## src/rtl/data_reg_stream.sv

```systemverilog
// Double-buffered register bank: loader writes a live set, a start pulse
// snapshots it into a shadow set which is streamed out over valid/ready.
module data_reg_stream #(
  parameter int DATA_W = 32,
  parameter int DEPTH  = 4,
  parameter int ADDR_W = 2
) (
  input  logic              clk,
  input  logic              reset,
  input  logic [DATA_W-1:0] rom_output,
  input  logic [ADDR_W-1:0] address,
  input  logic              writeData,
  input  logic              start_network,
  output logic [DATA_W-1:0] out_data,
  output logic              out_valid,
  input  logic              out_ready,
  output logic              out_last,
  output logic              busy,
  output logic              done,
  output logic [DEPTH-1:0]  valid_mask,
  output logic              start_err
);

  typedef enum logic [1:0] {
    IDLE   = 2'd0,
    STREAM = 2'd1,
    DONE   = 2'd2
  } state_t;

  state_t state, state_nx;

  logic [DATA_W-1:0] live   [DEPTH];
  logic [DATA_W-1:0] shadow [DEPTH];
  logic [ADDR_W-1:0] idx;

  logic go;
  logic hs;
  logic at_last;

  assign at_last = (idx == ADDR_W'(DEPTH - 1));
  assign go      = start_network && (state == IDLE) && (&valid_mask);
  assign hs      = (state == STREAM) && out_ready;

  always_ff @(posedge clk) begin
    if (reset) state <= IDLE;
    else       state <= state_nx;
  end

  always_comb begin
    state_nx = state;
    unique case (state)
      IDLE:    if (go) state_nx = STREAM;
      STREAM:  if (hs && at_last) state_nx = DONE;
      DONE:    state_nx = IDLE;
      default: state_nx = IDLE;
    endcase
  end

  always_comb begin
    out_valid = (state == STREAM);
    out_last  = out_valid && at_last;
    out_data  = out_valid ? shadow[idx] : '0;
    busy      = (state != IDLE);
    done      = (state == DONE);
  end

  always_ff @(posedge clk) begin
    if (reset) begin
      for (int i = 0; i < DEPTH; i++) begin
        live[i]   <= '0;
        shadow[i] <= '0;
      end
    end else begin
      if (go) begin
        for (int i = 0; i < DEPTH; i++) shadow[i] <= live[i];
      end
      if (writeData) live[address] <= rom_output;
    end
  end

  // Same-cycle write wins over the snapshot clear of its valid bit.
  always_ff @(posedge clk) begin
    if (reset) begin
      valid_mask <= '0;
    end else begin
      if (go) valid_mask <= '0;
      if (writeData) valid_mask[address] <= 1'b1;
    end
  end

  always_ff @(posedge clk) begin
    if (reset) begin
      idx <= '0;
    end else if (go) begin
      idx <= '0;
    end else if (hs) begin
      idx <= at_last ? '0 : idx + 1'b1;
    end
  end

  always_ff @(posedge clk) begin
    if (reset) start_err <= 1'b0;
    else       start_err <= start_network && !go;
  end

endmodule

```

## config.mk

```make
export PLATFORM = sky130hd
export DESIGN_NAME = data_reg_stream
export DESIGN_NICKNAME = d
export VERILOG_FILES = /design/src/rtl/data_reg_stream.sv
export SDC_FILE = /design/constraint.sdc
export NUM_CORES = 1
export LEC_CHECK = 0
export BUFFER_PORTS_ARGS = -buffer_cell sky130_fd_sc_hd__buf_2
export CORE_UTILIZATION = 60
export DETAILED_ROUTE_END_ITERATION = 6
export PLACE_DENSITY = 0.8
export SLEW_MARGIN = 25
export SYNTH_ARGS = -nofsm -noshare
export SYNTH_HDL_FRONTEND = slang
export SYNTH_SLANG_ARGS = --single-unit
```

## constraint.sdc

```tcl
create_clock -name clk -period 13.8 [get_ports clk]
set_clock_uncertainty 0.15 [all_clocks]
set_input_delay 3.45 -clock clk [delete_from_list [all_inputs] [get_ports clk]]
set_output_delay 3.45 -clock clk [all_outputs]
set_load 0.01 [all_outputs]
```

==> results.py, run 1 <==
metrics = {
    "status": {
        "run_status": "finished clean",
    },
    "sta": {
        "setup_viol_count_final": 0,
        "slew_headroom_pct": 35.78,
        "postLayoutSetupSlackWorst_ns": 7.735,
        "fraction_of_the_cycle_the_final_worst_path_needs_pct": 43.95,
        "rsz_0062_raised_after_global_routing": "false",
        "max_freq_ghz": 0.1649,
        "slew_violations": 0,
        "finalHoldViolCount": 0,
        "finalWorstPathRequiredPeriod_ns": 6.065,
        "fin_tns_setup_ns": 0,
        "hold-worst-slack_ns": 0.3323,
        "tightestPinTransition_ns": 0.9574,
    },
    "routing": {
        "routed_wire_length_per_instance_um": 18.56,
        "vias_per_cell": 5.440,
        "drc": 0,
        "routed-via-count": 5342,
        "drt_iter0_drc": 364,
        "postRouteWirelength_um": 18230,
        "detail-route-antenna-nets": 0,
        "first_pass_iters": 4,
    },
    "cts": {
        "clock_tree_root": "sky130_fd_sc_hd__clkbuf_16",
        "clk_pin_slew_worst_paths_ns": 0.06,
        "postCtsResizedCells": 0,
        "holdBufCountCts": 0,
        "max-clock-path-buffers": 3,
        "tritoncts": "yes",
        "cts_made_buffers": 25,
        "clock-sinks": 267,
        "cts_htree_levels": 1,
        "postCtsSetupBuffers": 0,
        "worstSkewPairLatency_ns": 0.51,
    },
    "job": {
        "timing.max_cap.violations": 0,
    },
    "global_route": {
        "grt_first_pass_wirelength_um": 28500,
        "grtUsageTotal_pct": 20.60,
        "pin_count_of_the_biggest_net_entering_global_routing": 129,
        "gr-total-overflow": 0,
        "vias_in_the_first_global_route": 5482,
        "grt_antenna_before_repair": 1,
    },
    "finish": {
        "final_layout_size_suffix_gt1_share_pct": 22.22,
        "final-instance-count-excl-fill": 982,
        "most_frequent_cells_in_the_layout": "sky130_fd_sc_hd__and2_1, sky130_fd_sc_hd__edfxtp_1, sky130_fd_sc_hd__buf_2",
        "register_area_mm2": 0.007910,
        "final.fill_count": 1074,
        "mostFrequentLayoutCell": "sky130_fd_sc_hd__and2_1",
        "utilization_pct": 70.44,
        "final_net_count": 779,
        "syn_to_final_growth_pct": 13.27,
        "multi_input_area_mm2": 0.002809,
    },
    "logic_synthesis": {
        "syn-num-nets": 703,
        "post_synth_inst_count": 663,
        "syn-mean-instance-area_um2": 16.39,
        "synthesis.area_mm2": 0.01087,
        "sequential_cell_area_fraction_in_the_yosys_report_pct": 72.76,
        "ys_warns": 0,
        "synth_seq_cells": 267,
        "synth.lib_cells_used.distinct": 31,
    },
    "setup_path": {
        "rrSetupSlack_ns": 10.90,
        "path_class": "reg2out",
        "cp_max_fo": 34,
        "timing.critical_path.slowest_cell_delay_ns": 0.77,
        "crit_chain": "nand2b_1 -> clkinv_1 -> and2_1 -> buf_2",
        "arrival_ns": 2.47,
        "end_kind": "primary output",
        "crit_end": "out_data[25]",
        "cp.required_ns": 10.20,
        "critical_path_source_type": "register",
        "reg2reg_from": "state[0]",
        "timing.rr.end": "shadow[2][7]",
        "reg2reg_depth": 4,
        "worst_setup_path_startpoint": "state[1]",
        "cpMaxStageDelayCell": "sky130_fd_sc_hd__clkinv_1",
    },
    "floorplan": {
        "std_cell_rows": 48,
        "start_util_pct": 62.18,
        "floorplan.core_area_mm2": 0.01748,
        "die_w_um": 136.6,
        "dieArea_mm2": 0.01866,
        "ios": 80,
        "die_h_um": 136.6,
    },
    "place": {
        "post-place-cells": 937,
        "buffer_ports.inserted": 79,
        "detailed_place_hpwl_um": 10480,
        "globalplace.congestion": 0.7900,
        "pre_cts_slack_ns": 7.796,
    },
    "worst_hold_path": {
        "min_from": "valid_mask[2]",
        "hold_class": "reg2reg",
    },
    "pwr": {
        "p_per_area_mw_per_mm2": 137.2,
        "lkg_pwr_uw": 0.004654,
        "worst_ir_drop_vdd_v": 0.0001005,
    },
}
worst min-delay path by stage:
| stage | endpoint | depth (start not counted) |
|---|---|---|
| 3_5_place_dp | valid_mask[2] | 1 |
| 3_3_place_gp | valid_mask[1] | 1 |
| 6_report | valid_mask[2] | 1 |
| 4_1_cts | valid_mask[2] | 1 |
| 2_1_floorplan | register | 2 |
| 5_1_grt | valid_mask[2] | 1 |
critical path, delay by kind of cell, from the launching register on:
family / cells / cell delay [ns]
and+or+nand+nor: 2 / 0.65
buffers and inverters: 2 / 0.92
DFF: 1 / 0.39
metrics by stage:
step / area [um2] / power (uW)
after floorplan: 10870 / 980.3
after global placement: 11450 / 1000
after detailed placement: 11460 / 1006
after CTS: 12300 / 1700
after global routing: 12310 / 1733
final: 12310 / 1689
report_power, final:
group / switching (uW) / internal [uW] / leakage, uW / total (uW)
logic: 32.4 / 15.8 / 0.00159 / 48.2
clock network: 276 / 425 / 0.000409 / 700
registers: 9.99 / 930 / 0.00266 / 940
total: 318 / 1370 / 0.00465 / 1690
flip-flops by register name, indices dropped and copies added, names as in the netlist, named ones only:
register    flops
live          128
shadow        128
valid_mask      4
idx             2
state           2
start_err       1
cells by family after synthesis:
family,count (synthesis),share of synthesized area [%]
multiplexers,33,6.723
buffers and inverters,40,1.669
flip-flops,267,72.76
adder cells (fa/ha/maj),1,0.1151
AND/OR/NAND/NOR,315,18.28
AO/OA/AOI/OAI,7,0.4490
layout make-up:
| type | instances | share of cell area [%] |
|---|---|---|
| diodes | 1 | 0.02033 |
| clock buffers | 29 | 5.204 |
| clock inverters | 15 | 1.606 |
| inverters | 3 | 0.1118 |
| multi-input cells | 356 | 22.82 |
| flip-flops and latches | 267 | 64.25 |
| well taps | 225 | 2.287 |
| repair buffers | 86 | 3.700 |
cell usage after synthesis (all sizes together):
cell type	n	area share [%]
nor3b	2	0.23
and2	290	17
o22ai	1	0.058
or3	1	0.058
and4bb	1	0.12
nand3b	1	0.069
mux4	32	6.6
dfxtp	11	2.0
nand3	1	0.046
and3	1	0.058
a21oi	1	0.046
nor2	2	0.069
clkbuf	17	0.59
nor4b	1	0.081
edfxtp	256	71
or2	4	0.23
a21boi	1	0.069
ha	1	0.12
nand2	2	0.069
nand2b	4	0.23
a21o	3	0.21
and3b	1	0.081
buf	20	0.98
a22oi	1	0.069
nor2b	2	0.12
mux2i	1	0.092
nor3	2	0.14
inv	3	0.10
routing by layer:
metal / routed length [um] / track usage [%]
met3: 1014 / 3.630
met5: 8 / 0
met2: 9577 / 36.52
met4: 437 / 7.284
met1: 7190 / 25.48
(Power assumes the default switching activity.)
==> run 2, diff against run 1 <==
--- a/config.mk
+++ b/config.mk
@@ -5,6 +5,7 @@
 export SDC_FILE = /design/constraint.sdc
 export NUM_CORES = 1
 export LEC_CHECK = 0
+export ABC_AREA = 1
 export BUFFER_PORTS_ARGS = -buffer_cell sky130_fd_sc_hd__buf_2
 export CORE_UTILIZATION = 60
 export DETAILED_ROUTE_END_ITERATION = 6
==> constraint.sdc (replaced) <==
create_clock -name clk -period 6.1 [get_ports clk]
set_clock_uncertainty 0.15 [all_clocks]
set_input_delay 1.525 -clock clk [delete_from_list [all_inputs] [get_ports clk]]
set_output_delay 1.525 -clock clk [all_outputs]
set_load 0.01 [all_outputs]
==> results.py, run 2 <==
metrics = {
    "cts": {
        "worstSkewPairLatency_ns": 0.53,
        "cts_made_buffers": 26,
        "cts_htree_levels": 1,
        "clk_pin_slew_worst_paths_ns": 0.06,
        "clock_tree_root": "sky130_fd_sc_hd__clkbuf_16",
        "postCtsSetupBuffers": 0,
        "clock-sinks": 267,
        "postCtsResizedCells": 0,
        "max-clock-path-buffers": 3,
        "tritoncts": "yes",
        "holdBufCountCts": 0,
    },
    "setup_path": {
        "path_class": "reg2out",
        "end_kind": "primary output",
        "critical_path_source_type": "register",
        "crit_family": "buffers and inverters",
        "cp_max_fo": 33,
        "arrival_ns": 2.46,
        "crit_chain": "buf_4 -> inv_1 -> buf_4 -> nand3_1 -> a21oi_1 -> buf_2",
        "cp.buffers_inverters": 4,
        "cp.required_ns": 4.43,
        "timing.critical_path.slowest_cell_delay_ns": 0.44,
        "worst_path_most_repeated_cell": "sky130_fd_sc_hd__buf_4",
        "cpMaxStageDelayCell": "sky130_fd_sc_hd__buf_4",
    },
    "pwr": {
        "p_per_area_mw_per_mm2": 285.7,
        "worst_ir_drop_vdd_v": 0.0002072,
        "lkg_pwr_uw": 0.005825,
    },
    "logic_synthesis": {
        "post_synth_inst_count": 1109,
        "ffs_w_async_s_r_synth_pct": 0,
        "synth_seq_cells": 267,
        "synth.lib_cells_used.distinct": 20,
        "syn-mean-instance-area_um2": 10.98,
        "yosys-top-cells-count": "sky130_fd_sc_hd__edfxtp_1, sky130_fd_sc_hd__inv_1, sky130_fd_sc_hd__nand2_1, sky130_fd_sc_hd__nor2_1, sky130_fd_sc_hd__nor2_4",
        "ys_warns": 0,
        "dominantRegCellSynth": "sky130_fd_sc_hd__edfxtp_1",
        "syn-num-nets": 1149,
        "synth_most_common_cell": "sky130_fd_sc_hd__edfxtp_1",
        "number_of_flops_mapped_to_enable_cells_by_yosys": 256,
        "netlist.top_cell.by_area": "sky130_fd_sc_hd__edfxtp_1",
        "sequential_cell_area_fraction_in_the_yosys_report_pct": 64.93,
        "yosysTopAreaCellShare_pct": 63.13,
        "synthesis.area_mm2": 0.01218,
        "synth.area.top_cells": "sky130_fd_sc_hd__edfxtp_1, sky130_fd_sc_hd__nor2_4, sky130_fd_sc_hd__inv_1",
    },
    "global_route": {
        "use_met3_pct": 3.245,
        "grt_first_pass_wirelength_um": 37140,
        "grtUsageTotal_pct": 23.57,
        "gr-total-overflow": 0,
        "use_met2_pct": 42.51,
        "grt.met1_usage_pct": 28.83,
        "pin_count_of_the_biggest_net_entering_global_routing": 81,
        "vias_in_the_first_global_route": 7531,
        "grt_antenna_before_repair": 0,
        "gr-max-usage-layer": "met2",
    },
    "sta": {
        "tightestPinTransition_ns": 0.8217,
        "postLayoutSetupSlackWorst_ns": 1.965,
        "finalWorstPathRequiredPeriod_ns": 4.135,
        "finalHoldViolCount": 0,
        "slew_headroom_pct": 45.22,
        "slew_violations": 0,
        "setup_viol_count_final": 0,
        "max_freq_ghz": 0.2419,
        "fraction_of_the_cycle_the_final_worst_path_needs_pct": 67.78,
        "fin_tns_setup_ns": 0,
        "rsz_0062_raised_after_global_routing": "false",
    },
    "finish": {
        "reg.largest.list": "live: 128 flops, shadow: 128 flops, valid_mask: 4 flops",
        "syn_to_final_growth_pct": 10.82,
        "most_frequent_cells_in_the_layout": "sky130_fd_sc_hd__edfxtp_1, sky130_fd_sc_hd__inv_1, sky130_fd_sc_hd__nand2_1",
        "final_net_count": 1224,
        "num_antenna_cells": 0,
        "mostFrequentLayoutCell": "sky130_fd_sc_hd__edfxtp_1",
        "final_layout_size_suffix_gt1_share_pct": 20.35,
        "finalInstanceArea_mm2": 0.01350,
        "final-instance-count-excl-fill": 1469,
        "utilization_pct": 68.67,
    },
    "floorplan": {
        "dieArea_mm2": 0.02087,
        "die_w_um": 144.5,
        "die_h_um": 144.5,
        "start_util_pct": 61.96,
        "ios": 80,
        "floorplan.core_area_mm2": 0.01965,
        "std_cell_rows": 51,
    },
    "status": {
        "run_status": "finished clean",
    },
    "routing": {
        "first_pass_iters": 5,
        "routed-via-count": 7391,
        "routed_wire_length_per_instance_um": 15.83,
        "drt_iter0_drc": 586,
        "drc": 0,
        "detail-route-antenna-nets": 0,
        "postRouteWirelength_um": 23260,
        "vias_per_cell": 5.031,
    },
    "place": {
        "post-place-cells": 1421,
        "buffer_ports.inserted": 79,
        "globalplace.congestion": 0.7448,
        "area_after_dpl_mm2": 0.01266,
        "detailed_place_hpwl_um": 12960,
        "pre_cts_slack_ns": 1.979,
    },
    "job": {
        "timing.max_cap.violations": 0,
    },
    "worst_hold_path": {
        "hold_class": "reg2reg",
    },
}
==> run 2: cell types whose count changed after synthesis, moves of 10 or more <==
cell	before	now
sky130_fd_sc_hd__and2_1	290	0
sky130_fd_sc_hd__inv_1	3	231
sky130_fd_sc_hd__nand2_1	2	211
sky130_fd_sc_hd__nor2_1	2	164
sky130_fd_sc_hd__nor2_4	0	101
sky130_fd_sc_hd__nand3_1	1	39
sky130_fd_sc_hd__mux4_2	32	0
sky130_fd_sc_hd__a21oi_1	1	32
sky130_fd_sc_hd__buf_12	0	11
sky130_fd_sc_hd__buf_2	13	23
==> run 2: metrics by stage <==
| step | hold WS [ns] | total power [uW] |
|---|---|---|
| global route | 0.3794 | 3962 |
| global placement | 0.3285 | 2332 |
| floorplan | 0.3510 | 2285 |
| CTS | 0.3367 | 3863 |
| finish | 0.3390 | 3856 |
| detailed placement | 0.3272 | 2343 |
==> run 2: area by class of cell <==
class	count	area, um2
clock buffer	38	747.0
clock inverter	10	76.32
fill	1436	6158
inverter	235	882.1
multi-input combinational	557	2994
sequential	267	7909
tap	265	331.6
timing repair buffer	97	555.5
==> run 2: kinds of logic after synthesis <==
| logic type | Yosys count | share of synthesized area [%] |
|---|---|---|
| flops | 267 | 64.93 |
| buf+inv | 285 | 10.61 |
| compound gates | 33 | 1.356 |
| fa+ha+maj | 1 | 0.1027 |
| simple gates | 523 | 22.99 |
==> run 2: tightest hold or removal path, stage by stage (launching register included) <==
cell and delay [ns]:
sky130_fd_sc_hd__dfxtp_1 0.32, sky130_fd_sc_hd__nand3_1 0.08, sky130_fd_sc_hd__nand2_1 0.05
==> run 2: per-layer routing <==
| metal | vias up | wire length (um) |
|---|---|---|
| li1 | 3564 | - |
| met5 | - | 0 |
| met1 | 3531 | 9237 |
| met4 | 0 | 642 |
| met3 | 52 | 1379 |
| met2 | 244 | 12000 |
==> run 2: worst paths after layout <==
check,slack (ns),start,end,cells after the start
worst min-delay path,0.34,valid_mask[1],valid_mask[1],2
worst min register to register,0.34,valid_mask[1],valid_mask[1],2
worst max register to register,3.81,valid_mask[2],shadow[3][2],5
worst max-delay path,1.97,register,out_data[20],6
==> run 2: where the power goes <==
group	total (uW)	switching, uW	internal (uW)	leakage (uW)
combinational	176	136	40.0	0.00277
sequential	2130	26.7	2100	0.00266
clock	1550	660	890	0.000399
total	3860	822	3030	0.00582
